<file path="config.mk">
export PLATFORM = sky130hd
export DESIGN_NAME = psc_trigger_receiver
export DESIGN_NICKNAME = d
export VERILOG_FILES = /design/src/rtl/psc_trigger_rx_pkg.sv /design/src/rtl/psc_trigger_deserializer.sv /design/src/rtl/psc_trigger_receiver.sv
export SDC_FILE = /design/constraint.sdc
export NUM_CORES = 1
export LEC_CHECK = 0
export ABC_AREA = 0
export BUFFER_PORTS_ARGS = -buffer_cell sky130_fd_sc_hd__buf_2
export CELL_PAD_IN_SITES_DETAIL_PLACEMENT = 0
export CELL_PAD_IN_SITES_GLOBAL_PLACEMENT = 2
export CORE_MARGIN = 2
export CORE_UTILIZATION = 40
export DETAILED_ROUTE_END_ITERATION = 10
export GPL_TIMING_DRIVEN = 0
export PLACE_DENSITY = 0.77
export SETUP_SLACK_MARGIN = 0.4
export SLEW_MARGIN = 0
export SYNTH_ARGS = -nofsm -noshare
export SYNTH_HDL_FRONTEND = slang
export SYNTH_HIERARCHICAL = 1
export SYNTH_SLANG_ARGS = --single-unit
</file>
<file path="constraint.sdc">
create_clock -name clk -period 2.2 [get_ports clk]
set_input_delay 0.22 -clock clk [delete_from_list [all_inputs] [get_ports clk]]
set_output_delay 0.22 -clock clk [all_outputs]
set_load 0.1 [all_outputs]
</file>
<file path="src/rtl/psc_trigger_rx_pkg.sv">
// Shared constants and types for the PSC trigger serial link (receive and transmit ends).
package psc_trigger_rx_pkg;

  localparam logic [7:0]  CRC8_POLY   = 8'h07;
  localparam logic [7:0]  CRC8_INIT   = 8'h00;
  localparam int unsigned WORD_BITS   = 10;
  localparam logic        START_LEVEL = 1'b1;
  localparam logic        STOP_LEVEL  = 1'b0;

  typedef enum logic [1:0] {
    StIdle,
    StStart,
    StData,
    StStop
  } bit_state_e;

  // CRC-8 over one byte, MSB first.
  function automatic logic [7:0] crc8_update(input logic [7:0] crc, input logic [7:0] data);
    logic [7:0] c;
    logic       fb;
    c = crc;
    for (int i = 7; i >= 0; i--) begin
      fb = c[7] ^ data[i];
      c  = {c[6:0], 1'b0};
      if (fb) c = c ^ CRC8_POLY;
    end
    return c;
  endfunction

endpackage

</file>
<file path="src/rtl/psc_trigger_deserializer.sv">
// Line synchroniser, bit-level FSM and stop-bit framing check for the PSC trigger link.
module psc_trigger_deserializer
  import psc_trigger_rx_pkg::*;
#(
  parameter int unsigned CLKS_PER_BIT = 5
) (
  input  logic       clk,
  input  logic       reset,
  input  logic       psc_input,
  output logic       line,
  output logic [7:0] rx_byte,
  output logic       rx_byte_valid,
  output logic       frame_error
);

  localparam int unsigned CntW = (CLKS_PER_BIT > 2) ? $clog2(CLKS_PER_BIT) : 1;

  logic            sync1_q, sync2_q, line_prev_q;
  bit_state_e      state_q, state_d;
  logic [CntW-1:0] cnt_q, cnt_d;
  logic [2:0]      bit_cnt_q, bit_cnt_d;
  logic [7:0]      data_q, data_d;
  logic [7:0]      byte_q, byte_d;
  logic            valid_q, valid_d;
  logic            ferr_q, ferr_d;

  assign line          = sync2_q;
  assign rx_byte       = byte_q;
  assign rx_byte_valid = valid_q;
  assign frame_error   = ferr_q;

  // Two-stage synchroniser plus previous-sample register for start-edge detection.
  always_ff @(posedge clk or negedge reset) begin
    if (!reset) begin
      sync1_q     <= 1'b0;
      sync2_q     <= 1'b0;
      line_prev_q <= 1'b0;
    end else begin
      sync1_q     <= psc_input;
      sync2_q     <= sync1_q;
      line_prev_q <= sync2_q;
    end
  end

  // Bit FSM state and datapath registers.
  always_ff @(posedge clk or negedge reset) begin
    if (!reset) begin
      state_q   <= StIdle;
      cnt_q     <= '0;
      bit_cnt_q <= '0;
      data_q    <= '0;
      byte_q    <= '0;
      valid_q   <= 1'b0;
      ferr_q    <= 1'b0;
    end else begin
      state_q   <= state_d;
      cnt_q     <= cnt_d;
      bit_cnt_q <= bit_cnt_d;
      data_q    <= data_d;
      byte_q    <= byte_d;
      valid_q   <= valid_d;
      ferr_q    <= ferr_d;
    end
  end

  // Next-state logic: cnt_q counts down to the next sample point.
  always_comb begin
    state_d   = state_q;
    cnt_d     = cnt_q;
    bit_cnt_d = bit_cnt_q;
    data_d    = data_q;
    byte_d    = byte_q;
    valid_d   = 1'b0;
    ferr_d    = 1'b0;
    unique case (state_q)
      StIdle: begin
        if ((line == START_LEVEL) && (line_prev_q != START_LEVEL)) begin
          state_d = StStart;
          cnt_d   = CntW'(CLKS_PER_BIT / 2);
        end
      end
      StStart: begin
        if (cnt_q == '0) begin
          if (line == START_LEVEL) begin
            state_d   = StData;
            cnt_d     = CntW'(CLKS_PER_BIT - 1);
            bit_cnt_d = '0;
          end else begin
            // Short glitch: drop silently.
            state_d = StIdle;
          end
        end else begin
          cnt_d = cnt_q - 1'b1;
        end
      end
      StData: begin
        if (cnt_q == '0) begin
          data_d = {data_q[6:0], line};
          cnt_d  = CntW'(CLKS_PER_BIT - 1);
          if (bit_cnt_q == 3'd7) begin
            state_d = StStop;
          end else begin
            bit_cnt_d = bit_cnt_q + 1'b1;
          end
        end else begin
          cnt_d = cnt_q - 1'b1;
        end
      end
      StStop: begin
        if (cnt_q == '0) begin
          if (line == STOP_LEVEL) begin
            byte_d  = data_q;
            valid_d = 1'b1;
          end else begin
            ferr_d = 1'b1;
          end
          // A high stop bit leaves line_prev_q high, so it cannot start a new word.
          state_d = StIdle;
        end else begin
          cnt_d = cnt_q - 1'b1;
        end
      end
      default: state_d = StIdle;
    endcase
  end

endmodule

</file>
<file path="src/rtl/psc_trigger_receiver.sv">
// PSC trigger link receiver: packet assembly, CRC-8 check, header compare and gap timeout.
module psc_trigger_receiver
  import psc_trigger_rx_pkg::*;
#(
  parameter int unsigned CLKS_PER_BIT = 5,
  parameter int unsigned PKT_BYTES    = 8,
  parameter logic [7:0]  TRIGGER_HDR  = 8'hA5,
  parameter int unsigned GAP_BITS     = 20
) (
  input  logic       clk,
  input  logic       reset,
  input  logic       psc_input,
  output logic [7:0] rx_byte,
  output logic       rx_byte_valid,
  output logic [3:0] byte_index,
  output logic       trigger_out,
  output logic       pkt_done,
  output logic       crc_error,
  output logic       frame_error
);

  localparam int unsigned GapLimit = GAP_BITS * CLKS_PER_BIT;
  localparam int unsigned GapW     = $clog2(GapLimit + 1);

  logic            line;
  logic [3:0]      count_q, count_d;
  logic [7:0]      crc_q, crc_d;
  logic [7:0]      header_q, header_d;
  logic [GapW-1:0] gap_q, gap_d;
  logic [7:0]      crc_next;
  logic            last_byte;
  logic            gap_timeout;

  psc_trigger_deserializer #(
    .CLKS_PER_BIT(CLKS_PER_BIT)
  ) u_deser (
    .clk          (clk),
    .reset        (reset),
    .psc_input    (psc_input),
    .line         (line),
    .rx_byte      (rx_byte),
    .rx_byte_valid(rx_byte_valid),
    .frame_error  (frame_error)
  );

  assign crc_next    = crc8_update(crc_q, rx_byte);
  assign last_byte   = (count_q == 4'(PKT_BYTES - 1));
  assign gap_timeout = (gap_q == GapW'(GapLimit)) && (count_q != '0);
  assign byte_index  = count_q;

  // Packet verdicts coincide with the strobe of the final byte.
  assign pkt_done    = rx_byte_valid && last_byte && (crc_next == 8'h00) && !frame_error;
  assign trigger_out = pkt_done && (header_q == TRIGGER_HDR);
  assign crc_error   = rx_byte_valid && last_byte && (crc_next != 8'h00) && !frame_error;

  // Packet state registers.
  always_ff @(posedge clk or negedge reset) begin
    if (!reset) begin
      count_q  <= '0;
      crc_q    <= CRC8_INIT;
      header_q <= '0;
      gap_q    <= '0;
    end else begin
      count_q  <= count_d;
      crc_q    <= crc_d;
      header_q <= header_d;
      gap_q    <= gap_d;
    end
  end

  // Byte counter, running CRC, header latch and idle-line timer.
  always_comb begin
    count_d  = count_q;
    crc_d    = crc_q;
    header_d = header_q;
    gap_d    = gap_q;

    if (line) begin
      gap_d = '0;
    end else if (gap_q != GapW'(GapLimit)) begin
      gap_d = gap_q + 1'b1;
    end

    if (frame_error) begin
      count_d = '0;
      crc_d   = CRC8_INIT;
    end else if (rx_byte_valid) begin
      if (count_q == '0) header_d = rx_byte;
      if (last_byte) begin
        count_d = '0;
        crc_d   = CRC8_INIT;
      end else begin
        count_d = count_q + 1'b1;
        crc_d   = crc_next;
      end
    end else if (gap_timeout) begin
      count_d = '0;
      crc_d   = CRC8_INIT;
    end
  end

endmodule

</file>
Word level (Yosys, flattened, before mapping). Cells that the tools add are included.

Output and inout bits: 17. Bits of input ports: 3. Logic and storage cells: 120. Bits in registers: 56.

Bitwise gates (word level): 19. Add/sub/neg operators: 4. Reduce and logical (&&, ||, !) cells: 24. Mux-type cells: 42. Eq/ne operators: 17.

Operator list (number): $mux W3 (17); $mux W8 (4); $not A3 Y3 (8); $mux W4 (4); $mux W7 (2); $mux W2 (6); $ne A2 B1 Y1 const B (6); $pmux W3 S4 (1); $reduce_and A5 Y1 (2); $reduce_and A3 Y1 (3); $eq A8 B8 Y1 const B (1); $logic_and A1 B1 Y1 (8); $logic_not A8 Y1 (1); $pmux W2 S4 (1); $reduce_bool A8 Y1 (1); $xor A1 B1 Y1 (8); $add A7 B1 Y7 const B (1); $eq A7 B7 Y1 const B (1); $ne A7 B7 Y1 const B (1); $mux W1 (6); $pmux W3 S2 (1); $add A4 B1 Y4 const B (1); $eq A2 B2 Y1 const B (2); $eq A4 B3 Y1 const B (1); 15 further kinds (19).

Logic depth before layout (Yosys ltp). Gate-level depths: netlist of the first run.

Word-level depth: 20. Mapped depth: 8.

Modules after synthesis. Netlist of the first run, hierarchy kept.

Modules (own cells, without submodules): psc_trigger_receiver (cells an instance 156, times used 1, area an instance 1596.5 µm²); psc_trigger_deserializer (cells an instance 106, times used 1, area an instance 1307.5 µm²).

Worst setup path after synthesis of the first run. No wires, ideal clock.

Path kind: flip-flop to output port. Start: register u_deser.byte_q[0] (netlist: u_deser/rx_byte[0]). End: output pkt_done. Required time: 1.980 ns. Path buffers: 0. Path slack: -2.051 ns. Arrival: 4.031 ns. Stages on the path, launching flop included: 7. Cells stage by stage: dfrtp_1 > xnor2_1 > xnor2_1 > xnor2_1 > ha_1 > o221ai_2 > nor3_1.

Word-level cells in the longest chain between the ends: 5.

RTL lines: from (decl) (RTL line psc_trigger_deserializer.sv:23) `logic [7:0] byte_q, byte_d;`; from (signal assigned) (RTL line psc_trigger_deserializer.sv:60) `byte_q <= byte_d;`; $xor A1 B1 Y1 (RTL line psc_trigger_rx_pkg.sv:23) `fb = c[7] ^ data[i];`; $mux W3 (RTL line psc_trigger_rx_pkg.sv:25) `if (fb) c = c ^ CRC8_POLY;`; $logic_not A8 Y1 (RTL line psc_trigger_receiver.sv:52) `assign pkt_done = rx_byte_valid && last_byte && (crc_next == 8'h00) && !frame_error;`; $logic_and A1 B1 Y1 (2 in series) (RTL line psc_trigger_receiver.sv:52); to (decl) (RTL line psc_trigger_receiver.sv:17) `output logic pkt_done,`.

No other way between the ends.

Worst setup path after layout of the first run.
Start: register u_deser.byte_q[6] (netlist: u_deser/rx_byte[6]). End: output trigger_out.

Word-level cells in the longest chain between the ends: 10.

RTL lines: $xor A1 B1 Y1 (*) (RTL line psc_trigger_rx_pkg.sv:23); $mux W3 (*) (RTL line psc_trigger_rx_pkg.sv:25); $not A3 Y3 (no source line); $mux W3 (RTL line psc_trigger_rx_pkg.sv:25); $not A3 Y3 (no source line); $mux W3 (RTL line psc_trigger_rx_pkg.sv:25); $logic_not A8 Y1 (*) (RTL line psc_trigger_receiver.sv:52); $logic_and A1 B1 Y1 (*) (2 in series) (RTL line psc_trigger_receiver.sv:52); $logic_and A1 B1 Y1 (*) (RTL line psc_trigger_receiver.sv:53) `assign trigger_out = pkt_done && (header_q == TRIGGER_HDR);`; to (decl) (RTL line psc_trigger_receiver.sv:16) `output logic trigger_out,`.

Every way passes the cells marked *; elsewhere a longest branch is shown, timed or not.

==> reports/results.env, run 1 <==
RUN_STATUS='finished, violations left'
VIOLATIONS='negative hold slack, negative setup slack'
SYNTH_COMPOUND_GATE_AREA_SHARE_PCT=10.3
CTS-ROOT-BUF='sky130_fd_sc_hd__clkbuf_8'
COUNT_OF_FILL_CELLS_ADDED_DURING_FILLER_INSERTION=664
CP.ARRIVAL_NS=2.26
POST_DP_CELL_AREA_UM2=3270
CLOCK.FMAX_MHz=403
SYN-NUM-NETS=281
CLK_LATENCY_WORST_SKEW_PAIR_NS=0.32
R2R_CELLS=6
AVGVIACOUNTPERCELL=4.86
GR-TOTAL-OVERFLOW=0
ANT_NETS=0
SLEW_VIOLATIONS=0
CELL_INTERNAL_POWER_DISSIPATION_mW=2.12
BUFFER_PORTS.INSERTED=19
YOSYS.CELL_COUNT.TOP_TYPE='sky130_fd_sc_hd__dfrtp_1'
N_ANTENNA_CELL=0
GLOBAL_ROUTE_WIRE_LENGTH_BEFORE_REPAIR_UM=9310
DETAIL_ROUTE.DRC_VIOLATIONS=0
PLACE_CONGESTION=0.722
ANTENNA_FOUND_INITIAL=0
SYNTH_COMMON_CELLS='56 x sky130_fd_sc_hd__dfrtp_1, 27 x sky130_fd_sc_hd__nand2_1, 16 x sky130_fd_sc_hd__ha_1, 16 x sky130_fd_sc_hd__mux2_2'
WORST_SETUP_PATH_STARTPOINT='u_deser/rx_byte[6]$_DFFE_PN0P_'
WORST_SLEW_MARGIN_REL_PCT=52.1
CTS_MAX_PATH_BUFFERS=2
WORSTSETUPENDPOINTTYPE='output pin'
SYNTH_TOP_FAMILY_BY_AREA='simple AND/OR/NAND/NOR gates'
FINALCOREUTILIZATION_PCT=51.9
SYNTH_TOP_AREA_SHARE_PCT=48.3
PLACED_CELLS=380
DATA_REQUIRED_TIME_OF_THE_CRITICAL_PATH_NS=1.98
POST_SYNTH_NUM_CELL_TYPES=44
PIN_COUNT_OF_THE_BIGGEST_NET_ENTERING_GLOBAL_ROUTING=57
FLOORPLAN.DIE_AREA_UM2=7960
IRDROPWORSTVDD_mV=0.645
WORST_SLEW_PIN_SLEW_NS=0.719
FIN_WORST_SKEW_NS=0.0124
TIMING.FINAL.CRIT_SHARE_PCT=113
VIAS=1962
WORST_HOLD_SLACK_NS=-0.0614
ASYNCSETRESETFLOPFRACSYNTH_PCT=100
MAXIMUM_CAPACITANCE_VIOLATIONS=0
SYN_INST=262
PLACEABLECOREAREA_UM2=7140
YS_WARN_COUNT=6
FRACTION_OF_THE_YOSYS_AREA_TAKEN_BY_SEQUENTIAL_CELLS_PCT=48.3
WORST_SETUP_HOLD_PATH_CLK_SLEW_NS=0.11
WL_PER_CELL_UM=14.2
WORSTSETUPSTARTPOINTTYPE='flop'
CLOCK_TREE_FROM_TRITONCTS='done'
CLOCK_TREE.HTREE_LEVEL_COUNT=2
SYNTH-SEQ-CELLS=56
SYNTH_TOP_CELL_BY_AREA='sky130_fd_sc_hd__dfrtp_1'
SETUP-VIOLATIONS-FINAL=3
SETUP-TNS-FINAL_NS=-0.771
WORSTPATHCELLLIST='xnor2_4, buf_12, xnor2_4, xnor2_2, ha_4, o221ai_4, nor4_4, buf_6'
ROUTED_WL_UM=5720
TIMING.HOLD.WORST.CLASS='in2async'
LKG_PWR_nW=1.61
CRIT_TOP_CELL='sky130_fd_sc_hd__xnor2_4'
PLACEMENT_ROWS=31
PIN_COUNT=20
FINISH.NET_COUNT=323
POWER.SHARE.SWITCHING_PCT=40.5
PWR-SHARE-CLK_PCT=16.7
DRT-PASS1-ITER-COUNT=6
WORST-R2R-SETUP-SLACK_NS=0.38
POSTSYNTHAREAPERCELL_UM2=11.1
PRE_CTS_WS_NS=-0.312
TIMING.CRITICAL_PATH.TO='trigger_out'
FINAL_STANDARD_CELL_AREA_WITHOUT_FILLERS_UM2=3700
GRT_SETUP_UNREPAIRED='true'
DIE_WIDTH_UM=89.2
FLOORPLAN.INITIALDENSITY_PCT=40.7
FINALWORSTSETUPSLACK_NS=-0.279
SYNTH_ENABLE_FLOP_CELLS=0
CHIPHEIGHT_UM=89.2
CTS_BUFFERS=5
PREDOMINANT_POST_SYNTHESIS_FLOP_CELL='sky130_fd_sc_hd__dfrtp_1'
WORST-SETUP-PATH-TYPE='reg2out'
ARITHMETIC_CELL_SHARE_OF_THE_SYNTHESIZED_AREA_COUNTING_FULL_ADDERS_HALF_ADDERS_AND_MAJORITY_GATES_PCT=6.89
TIMING_HOLD_VIOLATIONS_FINAL=56
P_TOTAL_mW=3.57
POWER.DENSITY_nW_PER_UM2=964
SIMPLE_GATE_SHARE_OF_THE_SYNTHESIZED_AREA_PCT=13.7
TOTAL_SWITCHING_POWER_mW=1.45
CRIT_PATH_MAX_INCR_DELAY_NS=0.53
CRITICAL_PATH.REG2REG.STARTPOINT='u_deser/state_q[0]$_DFFE_PN0P_'
TOTAL_GRT_USAGE_PCT=15.6
SYNTH.CELL_AREA_UM2=2900
COMBINATIONALPOWERSHARE_PCT=46.0
SYNTH_TOP_CELLS_BY_AREA='sky130_fd_sc_hd__dfrtp_1 48%, sky130_fd_sc_hd__ha_1 6.9%, sky130_fd_sc_hd__mux2_2 6.2%'
CRIT_PATH_MAX_FANOUT=3
AREA_GROWTH_SYN_TO_LAYOUT_PCT=27.4
DRIVE_ABOVE_1_SHARE_PCT=37.0
CTS.SINKS=56
MUX_SHARE_OF_POST_SYNTHESIS_CELL_AREA_PCT=10.0
VIA_COUNT_OF_THE_FIRST_GLOBAL_ROUTING_PASS=1939
TIMING.CRITICAL_PATH.SLOWEST_STAGE_CELL='sky130_fd_sc_hd__dfrtp_4'
SYNTH-XOR-AREA-SHARE_PCT=8.75
DPL.HPWL_UM=3930
LAYOUT_MIN_CYCLE_TIME_NS=2.48
DRT_ITER0_MARKERS=86
SHARE_SEQ_OF_TOTAL_POWER_PCT=37.4
POST_LAYOUT_CELL_COUNT=404
critical path: cells and delay by family (launching register included):
kind / cells / cell delay [ns]
XOR/XNOR: 3 / 0.55
flip-flops: 1 / 0.53
buffers and inverters: 2 / 0.40
adder cells (fa/ha/maj): 1 / 0.18
AND/OR/NAND/NOR: 1 / 0.17
AO/OA/AOI/OAI: 1 / 0.12
per-layer routing:
metal / vias up / GRT usage (%) / wire [um]
met2: 28 / 26.4 / 2800
met5: - / 0 / 0
met3: 5 / 3.05 / 166
li1: 993 / - / -
met1: 936 / 20.0 / 2660
met4: 0 / 5.29 / 87
cell families (layout without fill, tap and decap cells):
logic type               Yosys count  after routing
AO/OA/AOI/OAI                     46             46
XOR/XNOR                          24             24
adder cells (fa/ha/maj)           16             16
buffers and inverters             16             59
flip-flops                        56             56
multiplexers                      26             26
AND/OR/NAND/NOR                   78             78
sequential cells by signal, indices dropped and copies added, names as in the netlist, 3 cells and up, named ones only:
name / cells
header_q: 8
u_deser/data_q: 8
u_deser/cnt_q: 3
byte_index: 4
gap_q: 7
u_deser/bit_cnt_q: 3
crc_q: 8
u_deser/rx_byte: 8
cell type report:
type | instances | area (um^2) | share of cell area [%]
Buffer | 2 | 18.8 | 0.507
Clock buffer | 5 | 68.8 | 1.86
Clock inverter | 3 | 25.0 | 0.676
Inverter | 14 | 57.6 | 1.56
Multi-Input combinational cell | 190 | 1710 | 46.2
Sequential cell | 56 | 1430 | 38.7
Tap cell | 99 | 124 | 3.35
Timing Repair Buffer | 35 | 262 | 7.07
power by group through the flow:
stage	Sequential, mW	Clock [mW]	Combinational (mW)
2_1_floorplan	1.50	0	0.866
3_3_place_gp	1.34	0	1.29
3_5_place_dp	1.34	0	1.29
4_1_cts	1.33	0.629	1.48
5_1_grt	1.35	0.665	1.81
6_report	1.33	0.595	1.64
worst min path at each step:
stage | slack, ns | startpoint | to
floorplan | -0.08 | reset | byte_index[0]$_DFFE_PN0P_
global placement | 0.33 | psc_input | u_deser/sync1_q$_DFF_PN0_
detailed placement | 0.33 | psc_input | u_deser/sync1_q$_DFF_PN0_
CTS | 0.23 | reset | u_deser/data_q[5]$_DFFE_PN0P_
global route | -0.009 | reset | byte_index[1]$_DFFE_PN0P_
finish | -0.06 | reset | byte_index[0]$_DFFE_PN0P_
placed cells by master, fill, tap and decap left out, drive strengths merged, types with 2 or more instances in the layout:
| cell | n |
|---|---|
| dfrtp | 56 |
| buf | 36 |
| nand2 | 27 |
| mux2 | 24 |
| xnor2 | 18 |
| inv | 16 |
| ha | 16 |
| o21ai | 16 |
| nor2 | 13 |
| a21oi | 11 |
| nand2b | 7 |
| nand3 | 5 |
| clkbuf | 5 |
| xor2 | 5 |
| nor3 | 5 |
| and3 | 4 |
| or3 | 4 |
| nor2b | 4 |
| a211oi | 3 |
| and2 | 3 |
| o22ai | 3 |
| nor4bb | 2 |
| a22o | 2 |
| mux2i | 2 |
| o221ai | 2 |
| nor4 | 2 |
| o21bai | 2 |
repair_timing:
item | CTS | global route
hold endpoints to repair | 1 | 0
setup buffers | 10 | 4
cloned | 0 | 1
pin swaps | 7 | 2
endpoints found under the setup margin | 31 | 28
hold buffers | 1 | 0
resized for setup | 29 | 18
No activity file was read; power rests on OpenSTA's default activity.
==> run 2, diff against run 1 <==
--- a/config.mk
+++ b/config.mk
@@ -5,12 +5,12 @@
 export SDC_FILE = /design/constraint.sdc
 export NUM_CORES = 1
 export LEC_CHECK = 0
-export ABC_AREA = 0
+export ABC_AREA = 1
 export BUFFER_PORTS_ARGS = -buffer_cell sky130_fd_sc_hd__buf_2
 export CELL_PAD_IN_SITES_DETAIL_PLACEMENT = 0
 export CELL_PAD_IN_SITES_GLOBAL_PLACEMENT = 2
 export CORE_MARGIN = 2
-export CORE_UTILIZATION = 40
+export CORE_UTILIZATION = 37
 export DETAILED_ROUTE_END_ITERATION = 10
 export GPL_TIMING_DRIVEN = 0
 export PLACE_DENSITY = 0.77
==> run 2 against run 1 <==
The run ends with negative setup slack left. Final cell count grew 27%. Via count grew 24%. Utilization shrank 6.1 points. Sequential power grew 5%. Non-clock buffer count shrank 6. Register-to-register slack gained 0.20 ns. Final area grew 1.1%. Global-route usage grew 0.43 points. Clock skew shrank 0.0060 ns. Hold slack gained 0.43 ns. Combinational power grew 48%. Largest cell class unchanged. Largest power group unchanged.
==> reports/results.env, run 2 <==
FINAL_CELL_MIX='103 x sky130_fd_sc_hd__nand2_1, 43 x sky130_fd_sc_hd__dfrtp_1, 39 x sky130_fd_sc_hd__inv_1, 23 x sky130_fd_sc_hd__nor2_1, 20 x sky130_fd_sc_hd__o21ai_0'
PLACEABLECOREAREA_UM2=8180  # +15%
BUFFER_PORTS.INSERTED=19  # unchanged
ANT_NETS=0  # unchanged
DPL.HPWL_UM=4930  # +26%
YS_WARN_COUNT=6  # unchanged
FINISH.NET_COUNT=427  # +32%
DATA_REQUIRED_TIME_OF_THE_CRITICAL_PATH_NS=1.98  # about the same
GR-TOTAL-OVERFLOW=0  # unchanged
WORST-SETUP-PATH-TYPE='reg2out'
SETUP-VIOLATIONS-FINAL=3  # unchanged
CRITICAL_PATH.N_BUFFERS_INVERTERS=2  # unchanged
ROUTED_WL_UM=6730  # +18%
CLOCK_TREE.HTREE_LEVEL_COUNT=2  # unchanged
PRE_CTS_WS_NS=-0.158  # +0.153 ns
LAYOUT_MIN_CYCLE_TIME_NS=2.34  # -0.136 ns
PLACED_CELLS=497  # +31%
CTS-ROOT-BUF='sky130_fd_sc_hd__clkbuf_8'
FLOORPLAN.DIE_AREA_UM2=9160  # +15%
DRT-PASS1-ITER-COUNT=4  # -2
MAXIMUM_CAPACITANCE_VIOLATIONS=0  # unchanged
WORSTSETUPENDPOINTTYPE='output pin'
SYNTH.CELL_AREA_UM2=3110  # +7.1%
SYNTH_TOP_CELL_BY_AREA='sky130_fd_sc_hd__dfrtp_1'
FRACTION_OF_THE_YOSYS_AREA_TAKEN_BY_SEQUENTIAL_CELLS_PCT=45.1  # -3.2 points
CRIT_PATH_MAX_INCR_DELAY_NS=0.53  # about the same
TIMING.FINAL.CRIT_SHARE_PCT=106  # -6.2 points
TIMING.HOLD.WORST.CLASS='reg2reg'
WL_PER_CELL_UM=13.1  # -7.5%
DIE_WIDTH_UM=95.7  # +7.3%
SYNTH_ENABLE_FLOP_CELLS=0  # unchanged
WORSTSETUPSTARTPOINTTYPE='flop'
CLOCK.FMAX_MHz=427  # +5.8%
FINAL_COMMON_CELL='sky130_fd_sc_hd__nand2_1'
CTS_BUFFERS=5  # unchanged
SYNTH_COMPOUND_GATE_AREA_SHARE_PCT=10.8  # +0.52 points
GLOBAL_ROUTE_WIRE_LENGTH_BEFORE_REPAIR_UM=11300  # +21%
VIAS=2431  # +24%
WORST_SETUP_HOLD_PATH_CLK_SLEW_NS=0.11  # about the same
POST_DP_CELL_AREA_UM2=3420  # +4.5%
DRIVE_ABOVE_1_SHARE_PCT=29.1  # -8.0 points
CTS.SINKS=56  # unchanged
SYNTH-XOR-AREA-SHARE_PCT=2.53  # -6.2 points
POST_LAYOUT_CELL_COUNT=514  # +27%
FLOORPLAN.INITIALDENSITY_PCT=38.0  # -2.6 points
CRIT_TOP_CELL='sky130_fd_sc_hd__nand2_4'
CRIT_PATH_MAX_FANOUT=5  # +2
MUX_SHARE_OF_POST_SYNTHESIS_CELL_AREA_PCT=1.09  # -8.9 points
FINAL_STANDARD_CELL_AREA_WITHOUT_FILLERS_UM2=3740  # +1.1%
CLK_LATENCY_WORST_SKEW_PAIR_NS=0.32  # about the same
TIMING_HOLD_VIOLATIONS_FINAL=0  # -100%
TIMING.CRITICAL_PATH.SLOWEST_STAGE_CELL='sky130_fd_sc_hd__dfrtp_4'
VIA_COUNT_OF_THE_FIRST_GLOBAL_ROUTING_PASS=2336  # +20%
ANTENNA_FOUND_INITIAL=0  # unchanged
CP.ARRIVAL_NS=2.12  # -0.14 ns
ASYNCSETRESETFLOPFRACSYNTH_PCT=100  # unchanged
SIMPLE_GATE_SHARE_OF_THE_SYNTHESIZED_AREA_PCT=27.0  # +13 points
SYNTH-SEQ-CELLS=56  # unchanged
VIOLATIONS='negative setup slack'
PREDOMINANT_POST_SYNTHESIS_FLOP_CELL='sky130_fd_sc_hd__dfrtp_1'
CRITPATHTOPFAMILY='simple AND/OR/NAND/NOR gates'
CLOCK_TREE_FROM_TRITONCTS='done'
ARITHMETIC_CELL_SHARE_OF_THE_SYNTHESIZED_AREA_COUNTING_FULL_ADDERS_HALF_ADDERS_AND_MAJORITY_GATES_PCT=6.44  # -0.46 points
SYN-NUM-NETS=392  # +40%
WORSTPATHCELLLIST='inv_4, nand2_2, nand2_4, nand2_4, nand2_4, nand2_4, nand2_4, ha_4, nand3_4, nor2_4, nand4_4, nor2_4, buf_12'
FINALWORSTSETUPSLACK_NS=-0.143  # +0.136 ns
RUN_STATUS='finished, violations left'
SYNTH_COMMON_CELLS='111 x sky130_fd_sc_hd__nand2_1, 56 x sky130_fd_sc_hd__dfrtp_1, 43 x sky130_fd_sc_hd__inv_1'
GRT_SETUP_UNREPAIRED='true'
DRT_ITER0_MARKERS=85  # -1.2%
POST_SYNTH_NUM_CELL_TYPES=28  # -36%
SLEW_VIOLATIONS=0  # unchanged
YOSYS.CELL_COUNT.TOP_TYPE='sky130_fd_sc_hd__nand2_1'
FIN_WORST_SKEW_NS=0.00642  # -0.00602 ns
SYNTH_TOP_AREA_SHARE_PCT=45.1  # -3.2 points
PIN_COUNT=20  # unchanged
SYNTH_TOP_CELLS_BY_AREA='sky130_fd_sc_hd__dfrtp_1 45%, sky130_fd_sc_hd__nand2_1 13%, sky130_fd_sc_hd__ha_1 6.4%'
AVGVIACOUNTPERCELL=4.73  # -2.6%
LKG_PWR_nW=1.82  # +13%
PIN_COUNT_OF_THE_BIGGEST_NET_ENTERING_GLOBAL_ROUTING=57  # unchanged
PLACEMENT_ROWS=33  # +6.5%
POWER.DENSITY_nW_PER_UM2=1220  # +26%
N_ANTENNA_CELL=0  # unchanged
IRDROPWORSTVDD_mV=0.526  # -18%
WORST_SLEW_MARGIN_REL_PCT=51.2  # -0.91 points
P_TOTAL_mW=4.56  # +28%
WORST_SLEW_PIN_SLEW_NS=0.733  # +0.0137 ns
PLACE_CONGESTION=0.745  # +3.3%
POSTSYNTHAREAPERCELL_UM2=8.34  # -25%
CHIPHEIGHT_UM=95.7  # +7.3%
CTS_MAX_PATH_BUFFERS=2  # unchanged
DETAIL_ROUTE.DRC_VIOLATIONS=0  # unchanged
TOTAL_GRT_USAGE_PCT=16.0  # +0.43 points
SYNTH_TOP_FAMILY_BY_AREA='simple AND/OR/NAND/NOR gates'
AREA_GROWTH_SYN_TO_LAYOUT_PCT=20.4
SYN_INST=373  # +42%
==> run 2: final cells by class <==
type / count / area (um^2)
fillers: 833 / 4430
multi-input cells: 262 / 1620
flip-flops and latches: 56 / 1430
repair buffers: 28 / 215
inverters: 52 / 201
well taps: 105 / 131
clock buffers: 5 / 68.8
clock inverters: 3 / 50.0
plain buffers: 3 / 26.3
==> run 2: stage by stage <==
stage / TNS (ns) / hold slack (ns) / util, %
final: -0.369 / 0.364 / 45.8
after global routing: -0.646 / 0.374 / 45.8
after CTS: -0.413 / 0.224 / 45.5
after detailed placement: -0.264 / 0.333 / 41.8
after global placement: -0.267 / 0.330 / 41.8
after floorplan: -0.306 / -0.0756 / -
==> run 2: kinds of logic (layout without fill, tap and decap cells) <==
group                    Yosys count  count (layout)
adder cells (fa/ha/maj)           16              16
AO/OA/AOI/OAI                     52              52
multiplexers                       3               3
AND/OR/NAND/NOR                  182             182
XOR/XNOR                           9               9
buffers and inverters             55              91
flip-flops                        56              56
==> run 2: final timing paths <==
kind,start,cells after the start,slack [ns],endpoint
max in group asynchronous,reset,2,1.15,u_deser/rx_byte[7]$_DFFE_PN0P_
setup / recovery,u_deser/rx_byte[7]$_DFFE_PN0P_,13,-0.14,trigger_out
min in group asynchronous,reset,2,0.49,gap_q[6]$_DFFE_PN0P_
hold / removal,u_deser/sync1_q$_DFF_PN0_,0,0.36,u_deser/line$_DFF_PN0_
setup reg to reg,gap_q[1]$_DFFE_PN0P_,10,0.58,byte_index[3]$_DFFE_PN0P_
hold reg to reg,u_deser/sync1_q$_DFF_PN0_,0,0.36,u_deser/line$_DFF_PN0_
==> run 2: worst register-to-register path, delay by kind of cell, from the launching register on <==
family,cells,cell delay [ns]
AOI/OAI and AO/OA,1,0.21
buffers and inverters,3,0.29
adders and majority gates,1,0.15
and+or+nand+nor,5,0.45
DFF,1,0.43
==> run 2: power by group <==
| part | internal (mW) | leakage (nW) | switching [mW] |
|---|---|---|---|
| clock network | 0.352 | 0.0607 | 0.383 |
| registers | 1.22 | 0.737 | 0.182 |
| logic | 0.820 | 1.02 | 1.60 |
==> run 2: what timing repair did <==
action	in CTS	in global routing
setup buffers	7	0
hold endpoints to repair	1	1
hold buffers	1	1
pin swaps	11	1
resized for setup	27	5
setup endpoints to repair	3	3
==> run 2: per-layer routing <==
layer	wire length, um	global-route usage (%)	up-vias
met4	88	5.48	0
li1	-	-	1248
met1	3470	22.9	1141
met5	0	0	-
met2	2990	24.4	34
met3	184	2.90	8
==> run 3, diff against run 2 <==
--- a/config.mk
+++ b/config.mk
@@ -10,13 +10,12 @@
 export CELL_PAD_IN_SITES_DETAIL_PLACEMENT = 0
 export CELL_PAD_IN_SITES_GLOBAL_PLACEMENT = 2
 export CORE_MARGIN = 2
-export CORE_UTILIZATION = 37
+export CORE_UTILIZATION = 36
 export DETAILED_ROUTE_END_ITERATION = 10
 export GPL_TIMING_DRIVEN = 0
-export PLACE_DENSITY = 0.77
+export PLACE_DENSITY = 0.76
 export SETUP_SLACK_MARGIN = 0.4
 export SLEW_MARGIN = 0
 export SYNTH_ARGS = -nofsm -noshare
 export SYNTH_HDL_FRONTEND = slang
-export SYNTH_HIERARCHICAL = 1
 export SYNTH_SLANG_ARGS = --single-unit
==> run 3 against run 2 <==
The run ends with negative hold slack, negative setup slack left. Hold slack lost 0.42 ns. Final cell count shrank 3.1%. Clock skew grew 0.011 ns. Critical path type unchanged. Critical path depth is the same. Non-clock buffer count grew 5. Critical endpoint unchanged. Worst setup slack lost 0.063 ns.
==> reports/results.env, run 3 <==
RUN_STATUS='finished, violations left'
VIOLATIONS='negative hold slack, negative setup slack'
AVGVIACOUNTPERCELL=4.72  # -0.18%
AREA_GROWTH_SYN_TO_LAYOUT_PCT=21.5
TIMING.HOLD.WORST.CLASS='in2async'
DPL.HPWL_UM=4630  # -6.1%
WORSTSETUPENDPOINTTYPE='output pin'
TOTAL_GRT_USAGE_PCT=15.0  # -0.96 points
DRT-PASS1-ITER-COUNT=4  # unchanged
PIN_COUNT_OF_THE_BIGGEST_NET_ENTERING_GLOBAL_ROUTING=57  # unchanged
DRIVE_ABOVE_1_SHARE_PCT=27.8  # -1.3 points
FINAL_CELL_MIX='93 x sky130_fd_sc_hd__nand2_1, 43 x sky130_fd_sc_hd__dfrtp_1, 34 x sky130_fd_sc_hd__inv_1, 33 x sky130_fd_sc_hd__o21ai_0, 19 x sky130_fd_sc_hd__nand3_1'
SYN-NUM-NETS=374  # -4.6%
DATA_REQUIRED_TIME_OF_THE_CRITICAL_PATH_NS=1.98  # about the same
WORST_SLEW_MARGIN_REL_PCT=52.3  # +1.1 points
GR-TOTAL-OVERFLOW=0  # unchanged
ANTENNA_FOUND_INITIAL=0  # unchanged
DIE_WIDTH_UM=94.4  # -1.3%
CTS_MAX_PATH_BUFFERS=2  # unchanged
POST_SYNTH_NUM_CELL_TYPES=31  # +11%
PLACE_CONGESTION=0.729  # -2.1%
IRDROPWORSTVDD_mV=0.510  # -3.1%
FINALWORSTSETUPSLACK_NS=-0.205  # -0.0626 ns
GLOBALROUTEMET1UTIL_PCT=19.2  # -3.8 points
DETAIL_ROUTE.DRC_VIOLATIONS=0  # unchanged
SYNTH_TOP_CELLS_BY_AREA='sky130_fd_sc_hd__dfrtp_1 48%, sky130_fd_sc_hd__nand2_1 13%, sky130_fd_sc_hd__o21ai_0 5.8%'
POWER.DENSITY_nW_PER_UM2=1590  # +31%
GROUTE.LAYER.MET2.USAGE_PCT=26.1  # +1.7 points
SYNTH_COMMON_CELLS='100 x sky130_fd_sc_hd__nand2_1, 56 x sky130_fd_sc_hd__dfrtp_1, 37 x sky130_fd_sc_hd__inv_1'
WORST_HOLD_SLACK_NS=-0.0558  # -0.420 ns
ASYNCSETRESETFLOPFRACSYNTH_PCT=100  # unchanged
CHIPHEIGHT_UM=94.4  # -1.3%
CLOCK_TREE_FROM_TRITONCTS='done'
SYNTH-SEQ-CELLS=56  # unchanged
FLOORPLAN.INITIALDENSITY_PCT=37.7  # -0.34 points
TIMING_HOLD_VIOLATIONS_FINAL=56  # +56
WORST-SETUP-PATH-TYPE='reg2out'
VIA_COUNT_OF_THE_FIRST_GLOBAL_ROUTING_PASS=2260  # -3.3%
GLOBAL_ROUTE_WIRE_LENGTH_BEFORE_REPAIR_UM=10500  # -7.4%
BUFFER_PORTS.INSERTED=19  # unchanged
WORST_SLEW_PIN_SLEW_NS=0.715  # -0.0171 ns
REG2REG_TO='u_deser.bit_cnt_q[0]$_DFFE_PN0P_'
SYNTH_TOP_AREA_SHARE_PCT=47.6  # +2.5 points
CTS_BUFFERS=5  # unchanged
ANT_NETS=0  # unchanged
CRITICAL_PATH.REG2REG.STARTPOINT='u_deser.bit_cnt_q[0]$_DFFE_PN0P_'
CLK_LATENCY_WORST_SKEW_PAIR_NS=0.32  # about the same
WORST_SETUP_HOLD_PATH_CLK_SLEW_NS=0.10  # about the same
SYNTH_ENABLE_FLOP_CELLS=0  # unchanged
PIN_COUNT=20  # unchanged
FINALCOREUTILIZATION_PCT=45.8  # about the same
R2R_CELLS=8  # -2
WORST_SETUP_PATH_STARTPOINT='u_deser.rx_byte[7]$_DFFE_PN0P_'
WORST-R2R-SETUP-SLACK_NS=0.53  # -0.05 ns
LAYOUT_MIN_CYCLE_TIME_NS=2.41  # +0.0626 ns
GRT_SETUP_UNREPAIRED='true'
TIMING.CRITICAL_PATH.TO='trigger_out'
LKG_PWR_nW=1.73  # -5.1%
VIAS=2351  # -3.3%
PLACEABLECOREAREA_UM2=7810  # -4.5%
CTS-ROOT-BUF='sky130_fd_sc_hd__clkbuf_8'
SETUP-VIOLATIONS-FINAL=3  # unchanged
N_ANTENNA_CELL=0  # unchanged
FINISH.NET_COUNT=411  # -3.7%
FIN_WORST_SKEW_NS=0.0177  # +0.0112 ns
CLOCK.FMAX_MHz=416  # -2.6%
MAXIMUM_CAPACITANCE_VIOLATIONS=0  # unchanged
SLEW_VIOLATIONS=0  # unchanged
GRT-BUSIEST-LAYER='met2'
WORSTSETUPSTARTPOINTTYPE='flop'
CRIT_PATH_MAX_FANOUT=4  # -1
CP.ARRIVAL_NS=2.19  # +0.07 ns
TIMING.FINAL.CRIT_SHARE_PCT=109  # +2.8 points
FLOORPLAN.DIE_AREA_UM2=8920  # -2.6%
YS_WARN_COUNT=0  # -6
PLACEMENT_ROWS=32  # -3.0%
POSTSYNTHAREAPERCELL_UM2=8.22  # -1.4%
SYNTH.CELL_AREA_UM2=2940  # -5.3%
MET3_USAGE_PCT=2.39  # -0.50 points
CTS.SINKS=56  # unchanged
CLOCK_TREE.HTREE_LEVEL_COUNT=2  # unchanged
SYNTH_TOP_CELL_BY_AREA='sky130_fd_sc_hd__dfrtp_1'
FRACTION_OF_THE_YOSYS_AREA_TAKEN_BY_SEQUENTIAL_CELLS_PCT=47.6  # +2.5 points
WL_PER_CELL_UM=12.5  # -4.5%
ROUTED_WL_UM=6230  # -7.4%
DRT_ITER0_MARKERS=102  # +20%
PREDOMINANT_POST_SYNTHESIS_FLOP_CELL='sky130_fd_sc_hd__dfrtp_1'
FINAL_COMMON_CELL='sky130_fd_sc_hd__nand2_1'
SYN_INST=358  # -4.0%
YOSYS.CELL_COUNT.TOP_TYPE='sky130_fd_sc_hd__nand2_1'
-- run 3: metal layers --
metal	part of all wire, %	routed length (um)
met1	47	2920
met2	50	3090
met3	1.8	115
met4	1.6	99
met5	0	0
-- run 3: area by class of cell --
class,count,area (um^2)
Clock inverter,2,38.8
Fill cell,796,4230
Buffer,6,36.3
Tap cell,102,128
Multi-Input combinational cell,246,1440
Timing Repair Buffer,30,231
Clock buffer,6,82.6
Sequential cell,56,1430
Inverter,50,196
-- run 3: where the power goes --
| group | internal [mW] | total, mW | switching [mW] | leakage (nW) |
|---|---|---|---|---|
| logic | 1.10 | 3.38 | 2.27 | 0.944 |
| registers | 1.35 | 1.60 | 0.251 | 0.723 |
| clock network | 0.373 | 0.715 | 0.342 | 0.0614 |
-- run 3: kinds of logic after synthesis --
logic type               synth area share [%]
AO/OA/AOI/OAI                            10.6
XOR/XNOR                                 1.74
flip-flops                               47.6
buffers and inverters                    7.56
AND/OR/NAND/NOR                          26.9
adder cells (fa/ha/maj)                  5.52
-- run 3: metrics by stage --
step	area (um^2)	TNS (ns)	std cells	worst slack [ns]	power, mW
after floorplan	3020	-0.259	358	-0.163	4.07
after CTS	3480	-0.448	492	-0.188	5.52
after detailed placement	3250	-0.389	479	-0.225	4.67
after global placement	3250	-0.331	479	-0.197	4.65
after global routing	3580	-0.829	498	-0.310	6.17
final	3580	-0.536	498	-0.205	5.69
-- run 3: worst min-delay path by stage --
stage | end | cells past startpoint | slack [ns] | startpoint
finish | gap_q[3]$_DFFE_PN0P_ | 1 | -0.06 | reset
global route | gap_q[3]$_DFFE_PN0P_ | 1 | 0.00003 | reset
global placement | u_deser.sync1_q$_DFF_PN0_ | 1 | 0.33 | psc_input
CTS | header_q[2]$_DFFE_PN0P_ | 1 | 0.22 | reset
detailed placement | u_deser.sync1_q$_DFF_PN0_ | 1 | 0.33 | psc_input
floorplan | asynchronous set/reset pin | 0 | -0.08 | reset
-- run 3: timing repair --
action / 4_1_cts / 5_1_grt
hold buffers: 1 / 0
pin swaps: 10 / 11
buffers inserted: 4 / 6
gates resized for setup: 19 / 17
endpoints found under the hold margin: 1 / 0
endpoints found under the setup margin: 3 / 18
-- run 3: worst max-delay path, cell delays in order, from the launching register on --
cell                      delay, ns
sky130_fd_sc_hd__dfrtp_4       0.52
sky130_fd_sc_hd__inv_4         0.09
sky130_fd_sc_hd__nand2_2       0.06
sky130_fd_sc_hd__nand2_4       0.08
sky130_fd_sc_hd__nand2_4       0.07
sky130_fd_sc_hd__nand2_4       0.07
sky130_fd_sc_hd__nand2_4       0.05
sky130_fd_sc_hd__nand2_4       0.08
sky130_fd_sc_hd__ha_4          0.14
sky130_fd_sc_hd__nand3_4       0.06
sky130_fd_sc_hd__nor2_4        0.16
sky130_fd_sc_hd__nand4_4       0.14
sky130_fd_sc_hd__nor2_4        0.17
sky130_fd_sc_hd__buf_12        0.18
